[src/rtl/melody_sequencer.sv]
// Score player: walks a (note, octave, duration) ROM at a programmable tempo and
// drives note/octave to the pitch generator, with pause, looping and articulation gaps.
module melody_sequencer #(
  parameter int ADDR_WIDTH = 8,
  parameter int GAP_TICKS  = 1
) (
  input  logic                  clk,
  input  logic                  rst_n,
  input  logic                  start,
  input  logic                  stop,
  input  logic                  pause,
  input  logic                  loop_en,
  input  logic [31:0]           tick_len,
  output logic [ADDR_WIDTH-1:0] score_addr,
  input  logic [15:0]           score_data,
  output logic [3:0]            note,
  output logic [3:0]            octave,
  output logic                  playing,
  output logic                  song_done
);

  typedef enum logic [2:0] {IDLE, FETCH, PLAY, PAUSED, DONE} state_t;

  localparam logic [ADDR_WIDTH-1:0] ADDR_MAX = '1;
  localparam logic [ADDR_WIDTH-1:0] ADDR_ONE = ADDR_WIDTH'(1);
  localparam logic [7:0]            GAP      = 8'(GAP_TICKS);

  state_t                  state, state_nx;
  logic [ADDR_WIDTH-1:0]   addr_nx;
  logic [3:0]              note_q, note_nx;
  logic [3:0]              oct_q, oct_nx;
  logic [7:0]              dur_q, dur_nx;
  logic [7:0]              rem_q, rem_nx;
  logic [31:0]             tick_q, tick_nx;
  logic                    end_pend, end_pend_nx;
  logic                    done_nx;

  // Last tick-counter value before a wrap; a zero tick_len behaves as one.
  function automatic logic [31:0] tick_last(input logic [31:0] len);
    return (len == 32'd0) ? 32'd0 : len - 32'd1;
  endfunction

  always_comb begin
    state_nx    = state;
    addr_nx     = score_addr;
    note_nx     = note_q;
    oct_nx      = oct_q;
    dur_nx      = dur_q;
    rem_nx      = rem_q;
    tick_nx     = tick_q;
    end_pend_nx = end_pend;
    done_nx     = 1'b0;
    if (stop) begin
      state_nx    = IDLE;
      addr_nx     = '0;
      rem_nx      = 8'd0;
      tick_nx     = 32'd0;
      end_pend_nx = 1'b0;
    end else begin
      case (state)
        IDLE, DONE: begin
          if (start) begin
            state_nx    = FETCH;
            addr_nx     = '0;
            end_pend_nx = 1'b0;
          end
        end
        FETCH: begin
          // end_pend marks a fetch past the last address: handled like an end marker.
          if (score_data[7:0] != 8'd0 && !end_pend) begin
            note_nx  = score_data[15:12];
            oct_nx   = score_data[11:8];
            dur_nx   = score_data[7:0];
            rem_nx   = score_data[7:0];
            tick_nx  = 32'd0;
            state_nx = PLAY;
          end else if (loop_en && (end_pend || score_addr != '0)) begin
            addr_nx     = '0;
            end_pend_nx = 1'b0;
          end else begin
            state_nx    = DONE;
            done_nx     = 1'b1;
            end_pend_nx = 1'b0;
          end
        end
        PLAY, PAUSED: begin
          // A paused cycle is frozen; the cycle that leaves PAUSED counts, so the
          // frozen PLAY cycle that entered the pause is paid back exactly.
          if (pause) begin
            state_nx = PAUSED;
          end else begin
            state_nx = PLAY;
            if (tick_q >= tick_last(tick_len)) begin
              tick_nx = 32'd0;
              rem_nx  = rem_q - 8'd1;
              if (rem_q <= 8'd1) begin
                state_nx = FETCH;
                if (score_addr == ADDR_MAX) end_pend_nx = 1'b1;
                else                        addr_nx     = score_addr + ADDR_ONE;
              end
            end else begin
              tick_nx = tick_q + 32'd1;
            end
          end
        end
        default: state_nx = IDLE;
      endcase
    end
  end

  always_ff @(posedge clk or negedge rst_n) begin
    if (!rst_n) begin
      state      <= IDLE;
      score_addr <= '0;
      note_q     <= 4'd0;
      oct_q      <= 4'd0;
      dur_q      <= 8'd0;
      rem_q      <= 8'd0;
      tick_q     <= 32'd0;
      end_pend   <= 1'b0;
      song_done  <= 1'b0;
    end else begin
      state      <= state_nx;
      score_addr <= addr_nx;
      note_q     <= note_nx;
      oct_q      <= oct_nx;
      dur_q      <= dur_nx;
      rem_q      <= rem_nx;
      tick_q     <= tick_nx;
      end_pend   <= end_pend_nx;
      song_done  <= done_nx;
    end
  end

  // Notes no longer than the gap play in full; longer ones fall silent for the last GAP ticks.
  assign note    = (state == PLAY && (rem_q > GAP || dur_q <= GAP)) ? note_q : 4'd0;
  assign octave  = oct_q;
  assign playing = (state == FETCH) || (state == PLAY) || (state == PAUSED);

endmodule

[config.mk]
export PLATFORM = sky130hd
export DESIGN_NAME = melody_sequencer
export DESIGN_NICKNAME = d
export VERILOG_FILES = /design/src/rtl/melody_sequencer.sv
export SDC_FILE = /design/constraint.sdc
export NUM_CORES = 1
export LEC_CHECK = 0
export CORE_MARGIN = 2
export CORE_UTILIZATION = 51
export DETAILED_ROUTE_END_ITERATION = 12
export MAX_ROUTING_LAYER = met4
export PLACE_DENSITY = 0.82
export REMOVE_ABC_BUFFERS = 1
export SLEW_MARGIN = 10
export SYNTH_ARGS = -nofsm -noshare
export SYNTH_HDL_FRONTEND = slang
export SYNTH_SLANG_ARGS = --single-unit
[constraint.sdc]
create_clock -name clk -period 3.4 [get_ports clk]
set_clock_uncertainty 0.15 [all_clocks]
set_input_delay 1.02 -clock clk [delete_from_list [all_inputs] [get_ports clk]]
set_output_delay 1.02 -clock clk [all_outputs]
set_load 0.01 [all_outputs]
==> flow_summary.json <==
{
  "status": "finished, violations left",
  "violations": "negative setup slack",
  "diodes": 0,
  "async_flop_share_pct": 100,
  "holdWs_ns": 0.349,
  "slowest_stage": "or4_4",
  "yosys_warnings": 0,
  "nNetsFinal": 871,
  "ant_nets": 0,
  "htreeDepth": 3,
  "synthCells": 592,
  "place_hpwl_um": 11200,
  "synth_top_area_share_pct": 33.8,
  "design.core.area_mm2": 0.00968,
  "post-route-util_pct": 78.2,
  "crit_path_frequent_cell": "buf_6",
  "gp_congestion": 0.906,
  "dpl.cell_count": 872,
  "crit_path_end_kind": "register",
  "drc": 0,
  "die_h_um": 103,
  "crit_type": "in2reg",
  "synthDistinctLibCells": 62,
  "via_per_inst": 6.12,
  "finalSetupViolCount": 51,
  "die_area_mm2": 0.0107,
  "port_buffers": 71,
  "drt_iter0_drc": 374,
  "crit_chain": "buf_6 -> or4_4 -> nor4b_4 -> and3_4 -> buf_6 -> nand4_1 -> buf_6 -> buf_4 -> buf_6 -> nand2b_4 -> ha_1 -> a2111o_1 -> a311oi_2 -> buf_4 -> nand2_1 -> a31oi_1 -> buf_4 -> buf_6 -> nor2_1 -> nor4_1",
  "synthTopCellsByArea": "dfrtp_1 (34%), ha_1 (9.7%), nand2_1 (5.5%)",
  "cp_max_fo": 7,
  "cts_tree": "yes",
  "yosysMostFrequentCell": "nand2_1",
  "synth_largest_area_cell": "dfrtp_1",
  "power_leakage_nw": 3.34,
  "numCtsBuffers": 9,
  "fmaxAchievable_mhz": 206,
  "yosysSeqAreaShare_pct": 33.8,
  "grt_max_degree": 28,
  "first_pass_iters": 5,
  "clkLatencyLatePin_ns": 0.35,
  "finalNonFillerCells": 916,
  "rsz0062_at_grt": "true",
  "gr-total-overflow": 0,
  "cts_sinks": 68,
  "synth-edff-count": 0,
  "power_density_mw_per_mm2": 325,
  "critPathMaxStageDelay_ns": 0.55,
  "wire_per_inst_um": 19.0,
  "cap_violations": 0,
  "n_fill_cell": 578,
  "rows": 36,
  "area_growth_syn_to_layout_pct": 50.5,
  "ioPinCount": 72,
  "synth-seq-cells": 68,
  "cts.path.max_buffers": 2,
  "fin_crit_ns": 4.85,
  "finalInstanceArea_mm2": 0.00757,
  "critPathRequiredTime_ns": 3.47,
  "worstPathArrival_ns": 4.92,
  "synthFlopType": "dfrtp_1",
  "ys_top_cells_by_count": "nand2_1 (74), dfrtp_1 (68), nor2_1 (55), ha_1 (39), o21ai_0 (37)",
  "drv_slew": 0,
  "finalWorstSetupSlack_ns": -1.45,
  "cp_top_family": "simple AND/OR/NAND/NOR gates",
  "hold_violations": 0,
  "syn_area_mm2": 0.00503,
  "post-route-period-util_pct": 143,
  "initial_core_util_pct": 51.9,
  "start_kind": "input port",
  "die_w_um": 103,
  "antenna_found_initial": 0,
  "drive_above_1_share_pct": 33.6,
  "grt_util_all_layers_pct": 30.9,
  "vdd_drop_max_mv": 0.243,
  "cts-root-buf": "clkbuf_8",
  "grt_pass1_wl_um": 25100,
  "totalPowerFinal_mw": 2.46,
  "max_slew_margin_pct": 52.8,
  "grt_pass1_vias": 5348,
  "totalWireLength_um": 17400,
  "worstMarginPinSlew_ns": 0.703,
  "crit_buf_inv": 8,
  "synth.avg_cell_area_um2": 8.50,
  "seqCellArea_mm2": 0.00170,
  "min_path_type": "reg2reg",
  "clkTransAtPathRegs_ns": 0.07,
  "multi_input_comb_area_mm2": 0.00372,
  "num_vias": 5605,
  "placed_area_mm2": 0.00654
}
-- state kept, by name, summed over array words and instances (netlist names) --
signal	cells
dur_q	7
end_pend	1
note_q	4
octave	4
rem_q	8
score_addr	8
song_done	1
state	3
tick_q	32
-- stage by stage --
stage	TNS (ns)	setup slack, ns
finish	-68.53	-1.45
global route	-73.48	-1.54
CTS	-58.81	-1.25
detailed placement	-104.61	-2.16
global placement	-97.15	-1.98
floorplan	-96.77	-2.22
-- repair_timing --
| item | 4_1_cts | 5_1_grt |
|---|---|---|
| hold buffers | 0 | 0 |
| cloned | 3 | 0 |
| resized for setup | 138 | 51 |
| setup buffers | 18 | 7 |
| pin swaps | 65 | 21 |
| setup endpoints to repair | 55 | 55 |
-- cells by family after synthesis --
family                   count (synthesis)  share of synthesized area [%]
AO/OA/AOI/OAI                          111                           13.7
XOR/XNOR                                45                           7.84
adder cells (fa/ha/maj)                 39                           9.70
buffers and inverters                   33                           2.54
flip-flops                              68                           33.8
multiplexers                            19                           4.18
AND/OR/NAND/NOR                        277                           28.2
-- cells in the final DEF, fill, tap and decap left out, types with 6 or more instances in the layout --
cell	instances
nor3_2	7
clkdlybuf4s50_1	58
ha_1	36
nand2_1	71
buf_4	106
inv_1	13
o21ai_2	9
o21ai_1	10
nand2b_1	11
nor2_2	15
xor2_1	26
or3_1	6
nor3_1	23
nor4_1	8
clkbuf_8	10
xnor2_1	19
mux2_2	15
o21ai_0	16
nor2_1	34
buf_6	13
nand4_1	9
and3_1	8
nand3_1	22
dfrtp_1	68
a21oi_1	27
and2_1	7
nor2_4	6
-- final cells by class --
class | count | share of cell area (%)
clock inverter | 6 | 1.47
sequential | 68 | 22.5
inverter | 15 | 0.777
clock buffer | 10 | 1.82
tap | 133 | 2.20
multi-input combinational | 491 | 49.2
timing repair buffer | 193 | 22.1
-- path summary, 6_finish.rpt --
| check | from | end | slack, ns | cells past startpoint |
|---|---|---|---|---|
| worst max-delay path | tick_len[8] | state[1]$_DFFE_PN0P_ | -1.45 | 20 |
| worst min-delay path | note_q[2]$_DFFE_PN0P_ | note_q[2]$_DFFE_PN0P_ | 0.35 | 1 |
| worst max register to register | tick_q[0]$_DFFE_PN0P_ | state[1]$_DFFE_PN0P_ | 0.43 | 12 |
| worst min register to register | note_q[2]$_DFFE_PN0P_ | note_q[2]$_DFFE_PN0P_ | 0.35 | 1 |
| max in group asynchronous | rst_n | tick_q[20]$_DFFE_PN0P_ | 1.76 | 2 |
| min in group asynchronous | rst_n | tick_q[31]$_DFFE_PN0P_ | 0.54 | 1 |
-- routing by layer --
layer	up-vias	wire length, um	GRT usage [%]
met2	270	9090	53.9
li1	2498	-	-
met5	-	0	-
met4	0	579	11.0
met3	72	911	6.65
met1	2765	6810	35.0
-- report_power, final --
group	total, mW	switching, mW	internal (mW)
clock	0.824	0.317	0.507
sequential	0.962	0.0656	0.897
combinational	0.677	0.330	0.348
(Power assumes the default switching activity.)
